`src/rtl/sound_tone_gen.sv`:
```
// Buzzer tone generator: picks one of hit/wall/goal by fixed priority and drives a
// square wave whose half-period depends on the tone (goal warbles between two pitches).
module sound_tone_gen #(
  parameter int CNT_W         = 24,
  parameter int HIT_HALF      = 50000,
  parameter int WALL_HALF     = 100000,
  parameter int GOAL_HALF_A   = 25000,
  parameter int GOAL_HALF_B   = 37500,
  parameter int WARBLE_CYCLES = 5000000
) (
  input  logic       i_clk,
  input  logic       i_rst,
  input  logic       i_hit_en,
  input  logic       i_wall_en,
  input  logic       i_goal_en,
  output logic       o_audio_out,
  output logic       o_active,
  output logic [1:0] o_tone_sel
);

  typedef enum logic [1:0] {
    S_IDLE = 2'd0,
    S_WALL = 2'd1,
    S_HIT  = 2'd2,
    S_GOAL = 2'd3
  } state_t;

  state_t           r_state;
  state_t           w_next;
  logic [CNT_W-1:0] r_halfCnt;
  logic [CNT_W-1:0] r_warbleCnt;
  logic             r_phaseB;
  logic [CNT_W-1:0] w_curHalf;
  logic             w_halfWrap;
  logic             w_warbleWrap;

  always_comb begin
    w_next = S_IDLE;
    if (i_goal_en)      w_next = S_GOAL;
    else if (i_hit_en)  w_next = S_HIT;
    else if (i_wall_en) w_next = S_WALL;
  end

  always_comb begin
    w_curHalf = CNT_W'(HIT_HALF);
    case (r_state)
      S_WALL:  w_curHalf = CNT_W'(WALL_HALF);
      S_HIT:   w_curHalf = CNT_W'(HIT_HALF);
      S_GOAL:  w_curHalf = r_phaseB ? CNT_W'(GOAL_HALF_B) : CNT_W'(GOAL_HALF_A);
      default: w_curHalf = CNT_W'(HIT_HALF);
    endcase
  end

  // >= rather than == so a pitch switch to a shorter half-period ends the current half at once
  assign w_halfWrap   = (r_halfCnt >= (w_curHalf - CNT_W'(1)));
  assign w_warbleWrap = (r_warbleCnt >= CNT_W'(WARBLE_CYCLES - 1));

  always_ff @(posedge i_clk or posedge i_rst) begin
    if (i_rst) begin
      r_state     <= S_IDLE;
      r_halfCnt   <= '0;
      r_warbleCnt <= '0;
      r_phaseB    <= 1'b0;
      o_audio_out <= 1'b0;
      o_active    <= 1'b0;
      o_tone_sel  <= 2'd0;
    end else begin
      r_state    <= w_next;
      o_tone_sel <= w_next;
      o_active   <= (w_next != S_IDLE);
      // Any tone change (including entering idle) restarts the waveform from a clean low
      if ((w_next != r_state) || (w_next == S_IDLE)) begin
        r_halfCnt   <= '0;
        r_warbleCnt <= '0;
        r_phaseB    <= 1'b0;
        o_audio_out <= 1'b0;
      end else begin
        if (w_halfWrap) begin
          r_halfCnt   <= '0;
          o_audio_out <= ~o_audio_out;
        end else begin
          r_halfCnt <= r_halfCnt + CNT_W'(1);
        end
        if (r_state == S_GOAL) begin
          if (w_warbleWrap) begin
            r_warbleCnt <= '0;
            r_phaseB    <= ~r_phaseB;
          end else begin
            r_warbleCnt <= r_warbleCnt + CNT_W'(1);
          end
        end else begin
          r_warbleCnt <= '0;
          r_phaseB    <= 1'b0;
        end
      end
    end
  end

endmodule

```
`config.mk`:
```
export PLATFORM = sky130hd
export DESIGN_NAME = sound_tone_gen
export DESIGN_NICKNAME = d
export VERILOG_FILES = /design/src/rtl/sound_tone_gen.sv
export SDC_FILE = /design/constraint.sdc
export NUM_CORES = 1
export LEC_CHECK = 0
export ABC_AREA = 1
export BUFFER_PORTS_ARGS = -buffer_cell sky130_fd_sc_hd__buf_2
export CAP_MARGIN = 10
export CORE_MARGIN = 2
export CORE_UTILIZATION = 52
export DETAILED_ROUTE_END_ITERATION = 10
export GPL_TIMING_DRIVEN = 0
export PLACE_DENSITY = 0.76
export REMOVE_ABC_BUFFERS = 1
export SYNTH_ARGS = -nofsm -noshare
export SYNTH_HDL_FRONTEND = slang
export SYNTH_SLANG_ARGS = --single-unit
```
`constraint.sdc`:
```
create_clock -name i_clk -period 4.53 [get_ports i_clk]
set_input_delay 0.453 -clock i_clk [delete_from_list [all_inputs] [get_ports i_clk]]
set_output_delay 0.453 -clock i_clk [all_outputs]
set_load 0.01 [all_outputs]
```
Yosys cells after proc, flatten, opt, wreduce, memory -nomap -nowiden:

Index checks and enable logic that the tools add are counted.

* $add $sub $neg: 3
* $lt $le $gt $ge: 2
* equal/unequal tests: 4
* multiplexer cells: 15
* bitwise gates (word level): 2
* reduce and logical (&&, ||, !) cells: 4

Operators with widths (count)
* $mux W24: 5
* $add A24 B1 Y24 const B: 2
* $pmux W17 S2: 1
* $ge A24 B23 Y1 const B: 1
* $ge A24 B24 Y1: 1
* $sub A24 B1 Y24 const B: 1
* $mux W16: 1
* $mux W1: 6
* $mux W2: 2
* $reduce_bool A2 Y1: 2
* $ne A3 B3 Y1 const B: 1
* $eq A2 B1 Y1 const B: 1
* $eq A2 B2 Y1 const B: 1
* $logic_not A2 Y1: 1
* $ne A2 B2 Y1: 1
* $not A1 Y1: 2
* $logic_or A1 B1 Y1: 1

* flip-flop bits (word level): 53
* input bits: 5
* output and inout bits: 4
* logic and storage cells: 36

Longest topological paths before layout:

Gate-level depths: netlist of the first run.

* depth in word-level cells: 6
* depth in mapped cells: 16
* depth with buffers taken out: 16

Least setup slack after synthesis of the first run:

Ideal clock, no wire load.

* kind: register to register
* from: register r_state[0]
* to: register r_halfCnt[18]
* library setup time: 0.125 ns
* arrival time: 2.096 ns
* required time: 4.405 ns
* path slack: 2.309 ns
* cell stages (with the launch flop): 14
* path buffers: 1
* clock period less this slack: 2.221 ns
* cells stage by stage: dfrtp_1 -> nand2_2 -> nor2_1 -> inv_1 -> ha_1 -> ha_1 -> nand3_1 -> nand2_1 -> nand2_1 -> nand2_1 -> nand3b_4 -> nand3_4 -> buf_12 -> nor2_4

* cells in the longest elaborated chain, start to end: 6
* elaborated cells on any way between the ends: 9
* those cells by class: add/sub: 1; order compare: 1; eq/ne: 3; mux: 3; reduce/logical: 1

Ends and longest elaborated chain
* from (decl): line 28 `state_t r_state;`
* from (signal assigned): line 68 `r_state <= w_next;`
* $eq A2 B2 Y1 or $eq A2 B1 Y1 (tied branches): line 46 `case (r_state)`
* $pmux W17 S2: line 46
* $sub A24 B1 Y24: line 55 `assign w_halfWrap = (r_halfCnt >= (w_curHalf - CNT_W'(1)));`
* $ge A24 B24 Y1: line 55
* $mux W24: line 78 `if (w_halfWrap) begin`
* $mux W24 *: line 72 `if ((w_next != r_state) || (w_next == S_IDLE)) begin`
* to (signal assigned): line 82 `r_halfCnt <= r_halfCnt + CNT_W'(1);`
* to (decl): line 30 `logic [CNT_W-1:0] r_halfCnt;`

Mark *: on every way between the ends. The rest lies on a longest branch, timed or not.
A chain may end at the register's enable or synchronous reset.

Worst setup path after layout of the first run:

* from: register r_state[0]
* to: register r_halfCnt[12]

Same word-level chain as after synthesis.

==> out/qor.yml, run 1 <==
status: "finished clean"
rsz0062_at_grt: "false"
avgSynthCellArea_sq_um: 8.05
yosysTopAreaCell: "dfrtp_1"
grt_pass1_vias: 2772
p_seq_frac: 0.587
synth-simple-area-share: 0.391
avgRoutedWirePerCell_microns: 12.2
synthAdderAreaFrac: 0.0679
synthFlopType: "dfrtp_1"
path_max_fanout: 18
synth_cells: 435
worstSetupStartpointType: "flop"
gp_congestion: 0.874
powerDensity_nw_per_um2: 221
ios: 9
finalSetupTns_ps: 0
fmax_mhz: 370
grt_max_degree: 36
max_cap_viol_count: 0
die_h_microns: 86.0
dr.max_layer_used: "met4"
dr_total_vias: 2784
synth_most_common_cell: "nand2_1"
netlist_area_sq_um: 3500
switching_share: 0.261
leakagePower_nw: 1.68
ys_top_cells_by_area: "dfrtp_1 38%, nand2_1 11%, ha_1 6.8%"
synthMuxAreaShare: 0
synthArstFlopShare: 1.00
h-tree-depth: 2
wl_met3_microns: 268
cts.repair.resized: 0
power.total_mw: 0.825
clkPwrFrac: 0.338
cts.reportedPaths.clkPinSlew_ps: 100
met1Wirelength_mm: 3.23
max_slew_margin: 0.533
stdcell_area_sq_um: 3730
hp-class: "input pin to asynchronous set/reset pin"
layout-drive-gt1-share: 0.180
overflow: 0
nFillCells: 587
cts_sinks: 53
p_sw_mw: 0.216
timing.final.crit_share: 0.596
fp.dieW_microns: 86.0
vias_per_cell: 5.23
r2r_slack_ps: 1830
finalSetupViolations: 0
postRouteAntennaNets: 0
ir_drop_mv: 0.168
cts_root_buf: "clkbuf_8"
synth_top_family_by_area: "simple AND/OR/NAND/NOR gates"
cts_setup_buffers: 0
drc: 0
crit_type: "flop to flop"
post-route-min-period_ps: 2700
rows: 29
core_area_sq_um: 6420
synth-compound-area-share: 0.0411
synth-seq-area-share: 0.379
ys_warn_count: 0
synth_top_area_share: 0.379
synth_seq_cells: 53
cts_tree: "done"
fp.dieArea_sq_um: 7400
slew_viol_final: 0
area_growth_pct: 6.58
drtIter0Drc: 196
initial_utilization: 0.545
wl_met2_mm: 2.93
place_ws_ps: 1860
antenna_found_initial: 0
ys_types: 36
clk_latency_ps: 310
hold-worst-slack_ps: 120
required_ps: 4760
fin_util: 0.581
dp_hpwl_mm: 5.06
crit_arrival_ps: 2930
place_inst: 524
holdBufCountCts: 0
crit_path_end_kind: "flop"
tightest_slew_ps: 699
hold_viol_final: 0
grt_first_pass_wirelength_mm: 11.8
track_usage: 0.198
synth_commonest_cells: "100 x nand2_1, 53 x dfrtp_1, 48 x inv_1, 48 x nor2_1, 33 x nand3_1"
synth_edf_count: 0
antenna-diode-count: 0
numCtsBuffers: 5
fin_cells: 532
fin_ws_ps: 1830
wirelength_mm: 6.50
synth_xor_area_frac: 0.0501
post_dp_cell_area_sq_um: 3640
port_buffers: 8
pwr-share-comb: 0.075
fin_nets: 478
p_int_mw: 0.610
finClkSkew_ps: 11.5
first_pass_iters: 4
clockBufferDepth: 2
sequential cells by signal (all words and copies together), names as in the netlist:
| name | count |
|---|---|
| r_warbleCnt | 24 |
| r_state | 2 |
| o_audio_out | 1 |
| r_halfCnt | 24 |
| r_phaseB | 1 |
| o_active | 1 |
cell families after synthesis:
group,Yosys count
AO/OA/AOI/OAI,22
XOR/XNOR,20
adder cells (fa/ha/maj),19
buffers and inverters,56
flip-flops,53
other,2
AND/OR/NAND/NOR,263
final cells by class:
class / instances / area [sq um] / share of cell area
Timing Repair Buffer: 9 / 60.1 / 0.0161
Sequential cell: 53 / 1330 / 0.356
Tap cell: 77 / 96.3 / 0.0258
Clock buffer: 5 / 68.8 / 0.0185
Clock inverter: 3 / 25.0 / 0.00671
Inverter: 53 / 199 / 0.0533
Multi-Input combinational cell: 332 / 1950 / 0.524
power by group through the flow:
stage | clock [mW] | sequential, mW | combinational, mW
floorplan | 0 | 0.494 | 0.0439
global placement | 0 | 0.493 | 0.0585
detailed placement | 0 | 0.493 | 0.0629
CTS | 0.290 | 0.484 | 0.0630
global route | 0.306 | 0.485 | 0.0724
finish | 0.279 | 0.484 | 0.0618
path summary, 6_finish.rpt:
check / depth (start not counted) / to / startpoint
max: 12 / r_halfCnt[12] / r_state[0]
min: 2 / r_warbleCnt[7] / i_rst
max reg2reg: 12 / r_halfCnt[12] / r_state[0]
min reg2reg: 1 / r_halfCnt[0] / r_halfCnt[0]
max in group asynchronous: 3 / r_halfCnt[8] / i_rst
min in group i_clk: 3 / r_state[0] / i_goal_en
per-layer routing:
| metal | track usage | up-vias |
|---|---|---|
| met1 | 0.279 | 1297 |
| met4 | 0.0635 | 0 |
| met3 | 0.0337 | 8 |
| met5 | 0 | - |
| met2 | 0.311 | 64 |
| li1 | - | 1415 |
worst max-delay path, cell delays in order, from the launching register on:
cell and delay (ps):
dfrtp_1 480, nand2_2 140, nor2_1 280, inv_1 120, ha_1 310, ha_1 290
a21oi_1 130, nand2_1 70, nand2_1 60, nand2_1 100, nand3b_4 110, nand3_4 320
nor2_1 200
placed cells by master (no fill, tap or decap), types with 8 or more instances in the layout:
cell,netlist,final
dfrtp_1,53,53
nor2_4,16,16
nand4_1,12,12
nand2_1,100,100
nor2_2,23,23
xor2_1,11,11
buf_2,0,8
conb_1,2,8
ha_1,19,19
nand3_1,33,33
nor3_1,11,11
nor2_1,48,48
xnor2_1,9,9
inv_1,48,47
Note: power is estimated with default switching activity, not from simulation.
==> run 2, diff against run 1 <==
==> constraint.sdc (replaced) <==
create_clock -name i_clk -period 2.55 [get_ports i_clk]
set_input_delay 0.255 -clock i_clk [delete_from_list [all_inputs] [get_ports i_clk]]
set_output_delay 0.255 -clock i_clk [all_outputs]
set_load 0.01 [all_outputs]
==> out/qor.yml, run 2 (synthesized netlist as in run 1, its figures left out) <==
status: "finished clean"  # unchanged
cts_sinks: 53  # unchanged
layout_common_cells: "100 x nand2_1, 52 x dfrtp_1, 47 x inv_1, 47 x nor2_1, 33 x nand3_1"  # was 100 x nand2_1, 53 x dfrtp_1, 48 x nor2_1
port_buffers: 8  # unchanged
wl_met3_microns: 283  # was 268 microns
required_ps: 2800  # was 4760 ps
layout_commonest_cell: "nand2_1"  # unchanged
area_growth_pct: 8.12  # was 6.58%
max_stage_delay_ps: 440  # was 480 ps
post-route-min-period_ps: 2370  # was 2700 ps
path_max_fanout: 13  # was 18
max_cap_viol_count: 0  # unchanged
wl_met2_mm: 3.05  # was 2.93 mm
cp_common_cell: "nand2_1"  # unchanged
die_h_microns: 86.0  # unchanged
fp.dieW_microns: 86.0  # unchanged
fin_nets: 481  # was 478
track_usage: 0.201  # was 0.198
clockBufferDepth: 2  # unchanged
cts_root_buf: "clkbuf_8"  # unchanged
worstSetupStartpointType: "flop"  # unchanged
fp.dieArea_sq_um: 7400  # unchanged
grt_max_degree: 36  # unchanged
core_area_sq_um: 6420  # unchanged
drtIter0Drc: 164  # was 196
fin_util: 0.589  # was 0.581
numCtsBuffers: 5  # unchanged
overflow: 0  # unchanged
crit_path_end_kind: "flop"  # unchanged
vias_per_cell: 5.26  # was 5.23
layout-drive-gt1-share: 0.188  # was 0.180
postRouteAntennaNets: 0  # unchanged
fmax_mhz: 421  # was 370 MHz
finalSetupViolations: 0  # unchanged
finClkSkew_ps: 12.8  # was 11.5 ps
leakagePower_nw: 1.71  # was 1.68 nW
powerDensity_nw_per_um2: 388  # was 221 nW/um^2
hp-class: "input pin to flop"  # was input pin to asynchronous set/reset pin
top_regs: "r_halfCnt x24, r_warbleCnt x24, r_state x2"  # unchanged
ios: 9  # unchanged
ir_drop_mv: 0.301  # was 0.168 mV
stdcell_area_sq_um: 3780  # was 3730 sq um
avgRoutedWirePerCell_microns: 12.5  # was 12.2 microns
initial_utilization: 0.545  # unchanged
met1Wirelength_mm: 3.27  # was 3.23 mm
cts.reportedPaths.clkPinSlew_ps: 100  # about the same
fin_cells: 535  # was 532
timing.final.crit_share: 0.931  # was 0.596
crit_type: "flop to flop"  # unchanged
max_slew_margin: 0.531  # was 0.533
antenna-diode-count: 0  # unchanged
cp_slowest_cell: "dfrtp_1"  # unchanged
cts_tree: "done"  # unchanged
antenna_found_initial: 0  # unchanged
wirelength_mm: 6.67  # was 6.50 mm
h-tree-depth: 2  # unchanged
tightest_slew_ps: 703  # was 699 ps
dp_hpwl_mm: 5.06  # unchanged
nFillCells: 574  # was 587
hold_viol_final: 0  # unchanged
grt_first_pass_wirelength_mm: 12.0  # was 11.8 mm
place_ws_ps: -124  # was 1860 ps
gp_congestion: 0.874  # unchanged
drc: 0  # unchanged
finalSetupTns_ps: 0  # unchanged
rsz0062_at_grt: "false"  # unchanged
place_inst: 524  # unchanged
clk_latency_ps: 310  # about the same
crit_arrival_ps: 2620  # was 2930 ps
fin_ws_ps: 177  # was 1830 ps
dr_total_vias: 2814  # was 2784
rows: 29  # unchanged
post_dp_cell_area_sq_um: 3640  # unchanged
first_pass_iters: 4  # unchanged
slew_viol_final: 0  # unchanged
grt_pass1_vias: 2796  # was 2772
dr.max_layer_used: "met4"  # unchanged
path_cells: "nand2_2, nor2_2, inv_1, ha_1, ha_1, a21oi_1, nand2_1, nand2_1, nand2_1, nand3b_4, nand3_4, buf_12, nor2_1"  # was nand2_2, nor2_1, inv_1, ha_1, ha_1, a21oi_1, nand2_1, nand2_1, nand2_1, nand3b_4, nand3_4, nor2_1
==> run 2: changes by cell type in the layout (fill, tap and decap cells not counted) <==
| cell | before | now |
|---|---|---|
| nor2_1 | 48 | 47 |
| dfrtp_1 | 53 | 52 |
| dfrtp_2 | 0 | 1 |
| dlygate4sd3_1 | 0 | 1 |
| nor2_2 | 23 | 24 |
| buf_12 | 1 | 3 |
==> run 2: timing repair <==
item	CTS	global route
endpoints found under the setup margin	18	20
buffers inserted	2	0
hold endpoints to repair	18	0
pin swaps	0	0
hold buffers	1	0
gates resized for setup	0	2
cloned	0	0
==> run 2: path summary, 6_finish.rpt <==
path | start | slack (ps) | cells past startpoint | end
max in group asynchronous | i_rst | 1550 | 4 | r_state[0]
min | i_goal_en | 170 | 3 | r_state[0]
max | r_state[1] | 180 | 13 | r_halfCnt[0]
min in group asynchronous | i_rst | 480 | 3 | r_warbleCnt[7]
max reg2reg | r_state[1] | 180 | 13 | r_halfCnt[0]
min reg2reg | r_halfCnt[0] | 470 | 1 | r_halfCnt[0]
==> run 2: critical path, delay by kind of cell, from the launching register on <==
family          cells  cell delay, ps
compound gates      1             130
fa+ha+maj           2             590
buf+inv             2             270
flops               1             440
simple gates        8             870
==> run 2: cell type report <==
type / instances / area, sq um / share of cell area
Clock inverter: 3 / 25.0 / 0.00661
Multi-Input combinational cell: 332 / 1960 / 0.517
Clock buffer: 5 / 68.8 / 0.0182
Tap cell: 77 / 96.3 / 0.0255
Sequential cell: 53 / 1330 / 0.351
Timing Repair Buffer: 12 / 110 / 0.0291
Inverter: 53 / 199 / 0.0526
==> run 2: layer usage <==
metal / global-route usage / up-vias
met5: 0 / -
met4: 0.0620 / 0
met3: 0.0337 / 8
met2: 0.322 / 55
met1: 0.279 / 1332
li1: - / 1419
==> run 2: through the flow <==
step	power, mW	hold slack [ps]
floorplan	0.955	380
global placement	0.980	450
detailed placement	0.988	281
CTS	1.49	166
global route	1.54	173
finish	1.47	173
==> run 2: report_power, final <==
part	switching, mW	internal (mW)
sequential	0.00928	0.851
combinational	0.0782	0.0350
clock	0.296	0.199
